==> config.mk <==
export PLATFORM = sky130hd
export DESIGN_NAME = compress_frame_ctrl
export DESIGN_NICKNAME = d
export VERILOG_FILES = /design/src/rtl/compress_pkg.sv /design/src/rtl/compress_frame_ctrl_watchdog.sv /design/src/rtl/compress_frame_ctrl.sv
export SDC_FILE = /design/constraint.sdc
export NUM_CORES = 1
export LEC_CHECK = 0
export ABC_AREA = 1
export CAP_MARGIN = 15
export CELL_PAD_IN_SITES_DETAIL_PLACEMENT = 0
export CELL_PAD_IN_SITES_GLOBAL_PLACEMENT = 1
export CORE_MARGIN = 2
export CORE_UTILIZATION = 24
export DETAILED_ROUTE_END_ITERATION = 10
export PLACE_DENSITY_LB_ADDON = 0.12
export SYNTH_ARGS = -nofsm -noshare
export SYNTH_HDL_FRONTEND = slang
export SYNTH_SLANG_ARGS = --single-unit
==> constraint.sdc <==
create_clock -name clk -period 3.5 [get_ports clk]
set_clock_uncertainty 0.05 [all_clocks]
set_input_delay 0.7 -clock clk [delete_from_list [all_inputs] [get_ports clk]]
set_output_delay 0.7 -clock clk [all_outputs]
set_load 0.05 [all_outputs]
==> src/rtl/compress_pkg.sv <==
// Shared types and constants for the compressed-frame capture controller.
// Optional capture watchdog: define COMPRESS_CTRL_WATCHDOG_EN.
package compress_pkg;

  localparam int IMG_DIM   = 224;  // camera frame is IMG_DIM x IMG_DIM
  localparam int CMP_DIM   = 28;   // compressed frame is CMP_DIM x CMP_DIM
  localparam int CMP_CELLS = 784;  // CMP_DIM * CMP_DIM SRAM entries
  localparam int CMP_AW    = 10;   // SRAM address width
  localparam int PIX_AW    = 8;    // pixel row/column coordinate width

  // Address of the final compressed cell; its write completes the frame.
  localparam logic [CMP_AW-1:0] LAST_CELL = CMP_AW'(CMP_CELLS - 1);

  typedef enum logic [1:0] {
    ST_IDLE,
    ST_ARM,
    ST_CAPTURE,
    ST_DONE
  } state_t;

  // True for the top-left pixel, which marks the start of a camera frame.
  function automatic logic is_frame_origin(input logic [PIX_AW-1:0] haddr,
                                           input logic [PIX_AW-1:0] vaddr);
    return (haddr == '0) && (vaddr == '0);
  endfunction

endpackage

==> src/rtl/compress_frame_ctrl_watchdog.sv <==
// Capture watchdog: counts consecutive CAPTURE cycles without a compressor
// write and pulses o_expire on the TIMEOUT_CYC-th such cycle.
// Instantiated only when COMPRESS_CTRL_WATCHDOG_EN is defined.
module capture_watchdog
  import compress_pkg::*;
#(
  parameter int TIMEOUT_CYC = 16384
) (
  input  logic clk,
  input  logic rst_n,
  input  logic i_run,
  input  logic i_clear,
  output logic o_expire
);

  logic [15:0] r_cnt;

  // Fires while the count shows TIMEOUT_CYC-1 earlier silent cycles,
  // i.e. on the TIMEOUT_CYC-th silent cycle itself.
  assign o_expire = i_run && !i_clear && (r_cnt == 16'(TIMEOUT_CYC - 1));

  // Idle-cycle counter; restarts on any write, outside CAPTURE, or on expiry.
  always_ff @(posedge clk) begin
    if (!rst_n) begin
      r_cnt <= '0;
    end else if (!i_run || i_clear || o_expire) begin
      r_cnt <= '0;
    end else begin
      r_cnt <= r_cnt + 16'd1;
    end
  end

endmodule

==> src/rtl/compress_frame_ctrl.sv <==
// Frame-capture controller: arms on capture_req, starts the compressor at
// pixel (0,0), forwards its 784 SRAM writes, then lends the SRAM port to the
// classifier until release_frame.
// Optional capture watchdog: define COMPRESS_CTRL_WATCHDOG_EN.
module compress_frame_ctrl
  import compress_pkg::*;
#(
  parameter int TIMEOUT_CYC = 16384
) (
  input  logic              clk,
  input  logic              rst_n,
  input  logic              capture_req,
  input  logic              pix_valid,
  input  logic [PIX_AW-1:0] pix_haddr,
  input  logic [PIX_AW-1:0] pix_vaddr,
  output logic              comp_start,
  input  logic              comp_wr,
  input  logic [CMP_AW-1:0] comp_addr,
  input  logic [7:0]        comp_data,
  input  logic              rd_req,
  input  logic [CMP_AW-1:0] rd_addr,
  output logic              rd_valid,
  output logic [7:0]        rd_data,
  output logic              mem_we,
  output logic [CMP_AW-1:0] mem_addr,
  output logic [7:0]        mem_wdata,
  input  logic [7:0]        mem_rdata,
  output logic              frame_ready,
  input  logic              release_frame,
  output logic              busy,
  output logic              err_seq,
  output logic              err_timeout
);

  state_t            r_state;
  logic [CMP_AW-1:0] r_wcnt;
  logic              r_frame_ready;
  logic              r_busy;
  logic              r_rd_valid;
  logic              r_err_seq;
  logic              r_err_timeout;

  logic w_start;
  logic w_last_wr;
  logic w_expire;

  assign w_start   = (r_state == ST_ARM) && pix_valid &&
                     is_frame_origin(pix_haddr, pix_vaddr);
  assign w_last_wr = (r_state == ST_CAPTURE) && comp_wr && (r_wcnt == LAST_CELL);

`ifdef COMPRESS_CTRL_WATCHDOG_EN
  capture_watchdog #(
    .TIMEOUT_CYC (TIMEOUT_CYC)
  ) u_watchdog (
    .clk      (clk),
    .rst_n    (rst_n),
    .i_run    (r_state == ST_CAPTURE),
    .i_clear  (comp_wr),
    .o_expire (w_expire)
  );
`else
  logic w_unused_timeout;
  assign w_expire         = 1'b0;
  assign w_unused_timeout = (TIMEOUT_CYC == 0);
`endif

  assign comp_start  = w_start;
  assign rd_valid    = r_rd_valid;
  assign rd_data     = r_rd_valid ? mem_rdata : 8'h00;
  assign frame_ready = r_frame_ready;
  assign busy        = r_busy;
  assign err_seq     = r_err_seq;
  assign err_timeout = r_err_timeout;

  // SRAM port owner: compressor during CAPTURE, classifier reads in DONE.
  always_comb begin
    // NOTE: every output gets a default first so no path can infer a latch.
    mem_we    = 1'b0;
    mem_addr  = '0;
    mem_wdata = '0;
    case (r_state)
      ST_CAPTURE: begin
        mem_we    = comp_wr;
        mem_addr  = comp_addr;
        mem_wdata = comp_data;
      end
      ST_DONE: begin
        if (rd_req) mem_addr = rd_addr;
      end
      default: ;
    endcase
  end

  // Capture FSM with registered status, read-valid and sticky error flags.
  always_ff @(posedge clk) begin
    // NOTE: non-blocking assignments so every register samples pre-edge values.
    if (!rst_n) begin
      r_state       <= ST_IDLE;
      r_wcnt        <= '0;
      r_frame_ready <= 1'b0;
      r_busy        <= 1'b0;
      r_rd_valid    <= 1'b0;
      r_err_seq     <= 1'b0;
      r_err_timeout <= 1'b0;
    end else begin
      // busy and rd_valid trail the state they reflect by one cycle.
      r_busy     <= (r_state == ST_ARM) || (r_state == ST_CAPTURE);
      r_rd_valid <= (r_state == ST_DONE) && rd_req;

      case (r_state)
        ST_IDLE: begin
          if (comp_wr) r_err_seq <= 1'b1;
          if (capture_req) r_state <= ST_ARM;
        end
        ST_ARM: begin
          if (comp_wr) r_err_seq <= 1'b1;
          if (w_start) begin
            r_state <= ST_CAPTURE;
            r_wcnt  <= '0;
          end
        end
        ST_CAPTURE: begin
          if (comp_wr) begin
            // Out-of-order writes are flagged but still land in the SRAM.
            if (comp_addr != r_wcnt) r_err_seq <= 1'b1;
            r_wcnt <= r_wcnt + 1'b1;
            if (w_last_wr) begin
              r_state       <= ST_DONE;
              r_frame_ready <= 1'b1;
            end
          end else if (w_expire) begin
            r_err_timeout <= 1'b1;
            r_state       <= ST_IDLE;
          end
        end
        ST_DONE: begin
          // Late compressor writes are dropped to protect the held frame.
          if (comp_wr) r_err_seq <= 1'b1;
          if (release_frame) begin
            r_state       <= ST_IDLE;
            r_frame_ready <= 1'b0;
          end
        end
        default: r_state <= ST_IDLE;
      endcase
    end
  end

endmodule

==> flow_summary.toml, run 1 <==
[clock_tree]
clock_latency_ns = 0.25
clockBufferDepth = 2
cts-resized-gates = 0
clkTransAtPathRegs_ns = 0.07
cts_tree = "yes"
cts_hold_buf = 0
postCtsSetupRepairBufs = 0
cts_max_level = 1
cts_root_buffer = "clkbuf_8"
cts_sinks = 16
cts-buffers-inserted = 3

[synthesis]
synth-compound-area-share_pct = 15.1
ys_seq_elements = 16
synth_area_leaders = "dfxtp_1, nand2_1, inv_1"
synth_top_family_by_area = "simple AND/OR/NAND/NOR gates"
synthMuxAreaShare_pct = 0
syn_area_mm2 = 0.00140
synthXorXnorAreaFrac_pct = 1.88
synth-adder-area-share_pct = 6.27
synth_simple_gate_area_share_pct = 39.0
postSynthAreaPerCell_um2 = 5.87
synthesis.instances = 238
synth_area_leader_cell = "dfxtp_1"
synth_nets = 304
yosysTopAreaCellShare_pct = 22.9
yosysSeqAreaShare_pct = 22.9
ys_warn_count = 0
synthDistinctLibCells = 27

[pwr]
switching_power_mw = 0.679
clkPwrFrac_pct = 11.4
ir_drop_mv = 0.271
seqPwrFrac_pct = 18.2
p_int_mw = 0.588
switching_share_pct = 53.6
powerDensity_mw_per_mm2 = 534
power.leakage_nw = 1.11
p_comb_share_pct = 70.4

[drt]
vias = 1711
drt_iter0_markers = 66
drt_first_pass_iters = 4
vias_per_cell = 4.32
wirelength_mm = 4.68
wire_per_inst_um = 11.8
antenna_left = 0
drc = 0

[finish]
fillers = 605
layoutNonFillerInstCount = 396
nets = 392
multiInputGateArea_um2 = 875
drive_gt1_share_pct = 7.72
regArea_um2 = 320
area_delta_synth_final_pct = 69.7
diodes = 0

[floorplanning]
die_w_um = 80.3
ios = 92
core_mm2 = 0.00557
die_area_mm2 = 0.00645
num_rows = 27
die_h_um = 80.3
start_util_pct = 25.1

[hold_path]
min_path_type = "reg2reg"

[critical_path]
cp_max_fo = 17
slowest_stage = "clkdlybuf4s50_1"
cp_top_family = "buffers and inverters"
crit_top_cell = "inv_1"
critPathMaxStageDelay_ns = 0.79
crit_buf_inv = 4
cp_cell_sequence = "inv_1 > ha_1 > buf_4 > nand2_1 > inv_1 > clkdlybuf4s50_1"
worst_setup_path_end_kind = "output pin"
setup.worst_path.start_class = "flop"
arrival_ns = 2.17
cp.required_ns = 2.75
crit_type = "reg2out"

[placement]
finalWeightedCongestion = 0.724
dpl.hpwl_mm = 3.80
numPlacedInstances = 393
io_buffers = 90

[sta]
slew_headroom_pct = 66.3
setup_viol = 0
min_period_over_period_pct = 83.4
hold_violations = 0
fmax_mhz = 343
fin_setup_tns_ns = 0
post-route-min-period_ns = 2.92
rsz0062_at_grt = "false"
drv_slew = 0
worst_pin_slew_ns = 0.503

[grt]
grt_overflow = 0
antenna_found_initial = 0
grt_pass1_vias = 1660
globalRouteTotalUtil_pct = 14.6
grt_pass1_wl_mm = 7.60
grt_max_degree = 18

[flow_run]
cap_violations = 0

[run_status]
status = "complete, no violations"
[worst paths after layout]
check / start / endpoint / slack (ns) / depth (start not counted)
worst min-delay path: err_seq / err_seq / 0.40 / 2
worst max register to register: r_state[0] / r_wcnt[4] / 1.37 / 8
worst min register to register: err_seq / err_seq / 0.40 / 2
worst max-delay path: r_state[0] / mem_wdata[6] / 0.58 / 6
[cells by family after synthesis]
family	after synthesis
other	1
buffers and inverters	52
adders and majority gates	7
xor gates and xnor gates	3
and+or+nand+nor	123
AOI/OAI and AO/OA	36
DFF	16
[registers in the layout, indices dropped and copies added (netlist names)]
register,cells
busy,1
err_seq,1
frame_ready,1
r_state,2
r_wcnt,10
rd_valid,1
[metrics by stage]
step                cell area, um2  hold slack (ns)  power [mW]  utilization, %  setup WS (ns)
finish                        2370            0.403        1.27            42.6          0.581
global placement              2330            0.393        1.14            41.8          0.595
CTS                           2370            0.407        1.28            42.6          0.561
floorplan                     1400            0.423       0.852               -          0.796
detailed placement            2330            0.394        1.14            41.8          0.594
global route                  2370            0.421        1.36            42.6          0.414
[worst reg2reg max path, delay by kind of cell (launching register included)]
| family | cells | cell delay, ns |
|---|---|---|
| buffers and inverters | 2 | 0.44 |
| DFF | 1 | 0.37 |
| and+or+nand+nor | 3 | 0.66 |
| AOI/OAI and AO/OA | 2 | 0.23 |
| adders and majority gates | 1 | 0.27 |
[cells in the mapped netlist]
cell,instances
and2_1,1
nand3_2,1
o21ai_1,1
or2_0,1
nand2_2,1
nor2_2,3
nor3_1,3
nor2_4,1
o21bai_1,1
nand3_1,17
conb_1,1
nand4_1,4
a32o_1,5
o22ai_1,1
nand2_4,2
inv_1,44
a21oi_1,15
o211ai_1,1
nand2_1,57
xor2_1,3
o21ai_0,12
dfxtp_1,16
or2_2,2
buf_4,2
clkbuf_1,6
ha_1,7
nor2_1,30
[final cells by class]
class                      count  area share, %
multi-input combinational    170           36.9
sequential                    16           13.5
inverter                      44           6.96
clock buffer                   3           1.74
tap                           72           3.80
timing repair buffer          91           37.1
[placed cells by master (no fill, tap or decap), types with 2 or more instances in the layout]
master           instances
o21ai_0                 12
clkbuf_8                 3
clkdlybuf4s50_1         79
a21oi_1                 15
inv_1                   44
nand4_1                  4
a32o_1                   5
ha_1                     7
nand2_4                  2
nand3_1                 17
or2_2                    2
xor2_1                   3
nor2_1                  30
buf_4                   12
nor3_1                   3
nand2_1                 57
dfxtp_1                 16
nor2_2                   3
[power by group through the flow]
| stage | sequential [mW] | combinational, mW | clock (mW) |
|---|---|---|---|
| final | 0.230 | 0.892 | 0.145 |
| after global routing | 0.234 | 0.974 | 0.151 |
| after CTS | 0.231 | 0.905 | 0.147 |
| after detailed placement | 0.235 | 0.902 | 0 |
| after global placement | 0.235 | 0.904 | 0 |
| after floorplan | 0.271 | 0.581 | 0 |
[routing by layer]
layer / global-route usage [%] / up-vias / wire length [um]
li1: - / 920 / -
met1: 18.7 / 735 / 2130
met2: 25.3 / 52 / 2240
met3: 3.26 / 4 / 276
met4: 2.54 / 0 / 39
met5: 0 / - / 0
(Power assumes the default switching activity.)
==> run 2, diff against run 1 <==
--- a/config.mk
+++ b/config.mk
@@ -10,7 +10,7 @@
 export CELL_PAD_IN_SITES_DETAIL_PLACEMENT = 0
 export CELL_PAD_IN_SITES_GLOBAL_PLACEMENT = 1
 export CORE_MARGIN = 2
-export CORE_UTILIZATION = 24
+export CORE_UTILIZATION = 20
 export DETAILED_ROUTE_END_ITERATION = 10
 export PLACE_DENSITY_LB_ADDON = 0.12
 export SYNTH_ARGS = -nofsm -noshare
==> constraint.sdc (replaced) <==
create_clock -name clk -period 2.45 [get_ports clk]
set_clock_uncertainty 0.05 [all_clocks]
set_input_delay 0.49 -clock clk [delete_from_list [all_inputs] [get_ports clk]]
set_output_delay 0.49 -clock clk [all_outputs]
set_load 0.05 [all_outputs]
==> flow_summary.toml, run 2 (synthesis gave the netlist of run 1 again) <==
[run_status]
status = "complete, no violations"

[drt]
drc = 0
vias = 1766
wire_per_inst_um = 12.5
wirelength_mm = 5.28
antenna_left = 0
drt_first_pass_iters = 4
vias_per_cell = 4.19
drt_iter0_markers = 60

[finish]
largest_reg_flops = 10
mostFrequentLayoutCells = "clkdlybuf4s50_1, nand2_1, inv_1"
nets = 393
drive_gt1_share_pct = 13.2
diodes = 0
largest-register = "r_wcnt"
design_area_mm2 = 0.00272
mostFrequentLayoutCell = "clkdlybuf4s50_1"
area_delta_synth_final_pct = 94.4
largestRegisters = "r_wcnt: 10 flops, r_state: 2 flops"

[clock_tree]
cts_tree = "yes"
postCtsSetupRepairBufs = 0
clock_latency_ns = 0.25
clockBufferDepth = 2
cts-buffers-inserted = 3
cts_hold_buf = 0
cts_max_level = 1
cts-resized-gates = 0
cts_sinks = 16
clkTransAtPathRegs_ns = 0.06
cts_root_buffer = "clkbuf_8"

[pwr]
ir_drop_mv = 0.448
power.leakage_nw = 1.23
powerDensity_mw_per_mm2 = 758

[flow_run]
cap_violations = 0

[sta]
slew_headroom_pct = 64.3
setup_viol = 0
drv_slew = 0
min_period_over_period_pct = 92.8
hold_violations = 0
fmax_mhz = 440
rsz0062_at_grt = "false"
post-route-min-period_ns = 2.27
holdWs_ns = 0.400
worst_pin_slew_ns = 0.534

[grt]
grt_overflow = 0
grt_pass1_wl_mm = 8.41
globalRouteTotalUtil_pct = 14.0
grt_pass1_vias = 1680
antenna_found_initial = 0
grt_max_degree = 21

[placement]
dpl.hpwl_mm = 4.33
io_buffers = 90
finalWeightedCongestion = 0.782
place_area_mm2 = 0.00268

[floorplanning]
die_area_mm2 = 0.00767
ios = 92
num_rows = 30
core_mm2 = 0.00679
start_util_pct = 20.6
die_w_um = 87.6
die_h_um = 87.6

[critical_path]
cp_cell_sequence = "clkdlybuf4s50_1 > nand3_1 > o21ai_0 > buf_12"
crit_type = "in2out"
timing.rr.start = "r_state[0]"
arrival_ns = 1.73
worst_setup_path_end_kind = "output pin"
reg2reg_to = "r_wcnt[0]"
critPathMaxStageDelay_ns = 0.74
slowest_stage = "clkdlybuf4s50_1"
setup.worst_path.start_class = "input port"
cp_max_fo = 11
reg2reg_setup_slack_ns = 0.36
worstRegToRegCells = 8
cp.required_ns = 1.91

[hold_path]
hold_end = "err_seq"
hp-start = "err_seq"
holdPathStages = 2
min_path_type = "reg2reg"
-- run 2: changes by cell type in the layout (fill, tap and decap cells not counted) --
cell             change
clkdlybuf4s50_1     -17
buf_4               -10
buf_12              +28
-- run 2: power by group --
group          total [mW]  leakage [nW]  internal, mW  switching [mW]
Combinational        1.53          1.07         0.627           0.901
Sequential          0.328         0.130         0.298          0.0297
Clock               0.204        0.0216         0.109          0.0946
-- run 2: area by class of cell --
cell class | count | area [um2]
Tap cell | 96 | 120
Inverter | 44 | 165
Multi-Input combinational cell | 170 | 875
Timing Repair Buffer | 92 | 1200
Sequential cell | 16 | 320
Clock buffer | 3 | 41.3
Fill cell | 729 | 4080
-- run 2: how the worst max path moves through the flow --
| stage | startpoint | endpoint | depth (start not counted) |
|---|---|---|---|
| 2_1_floorplan | r_state[0] | mem_addr[1] | 5 |
| 3_3_place_gp | rd_req | mem_addr[1] | 4 |
| 3_5_place_dp | rd_req | mem_addr[1] | 4 |
| 4_1_cts | r_state[0] | mem_addr[1] | 5 |
| 5_1_grt | r_state[0] | mem_addr[7] | 5 |
| 6_report | rd_req | mem_addr[1] | 4 |
-- run 2: through the flow --
| stage | setup TNS, ns | utilization, % | cells | setup WS, ns | total power [mW] |
|---|---|---|---|---|---|
| finish | 0 | 40.0 | 421 | 0.177 | 2.06 |
| global route | 0 | 40.0 | 421 | 0.0160 | 2.22 |
| CTS | 0 | 40.0 | 421 | 0.148 | 2.09 |
| detailed placement | 0 | 39.4 | 418 | 0.225 | 1.88 |
| global placement | 0 | 39.4 | 418 | 0.241 | 1.87 |
| floorplan | -0.206 | - | 238 | -0.0435 | 1.22 |
-- run 2: critical path, delay by kind of cell --
family / cells / cell delay (ns)
simple gates: 1 / 0.13
compound gates: 1 / 0.18
buf+inv: 2 / 0.93
-- run 2: routing by layer --
layer / vias up / wire [um] / track usage (%) / share of wire, %
met5: - / 0 / 0 / 0
met4: 0 / 19 / 1.68 / 0.36
met3: 2 / 175 / 2.73 / 3.3
met2: 32 / 2740 / 24.0 / 52
met1: 815 / 2340 / 18.8 / 44
li1: 917 / - / - / -
==> run 3, diff against run 2 <==
--- a/config.mk
+++ b/config.mk
@@ -12,6 +12,7 @@
 export CORE_MARGIN = 2
 export CORE_UTILIZATION = 20
 export DETAILED_ROUTE_END_ITERATION = 10
+export GPL_ROUTABILITY_DRIVEN = 0
 export PLACE_DENSITY_LB_ADDON = 0.12
 export SYNTH_ARGS = -nofsm -noshare
 export SYNTH_HDL_FRONTEND = slang
==> results of run 3 <==
Final layout, timing and power as in run 2 (identical DEF).
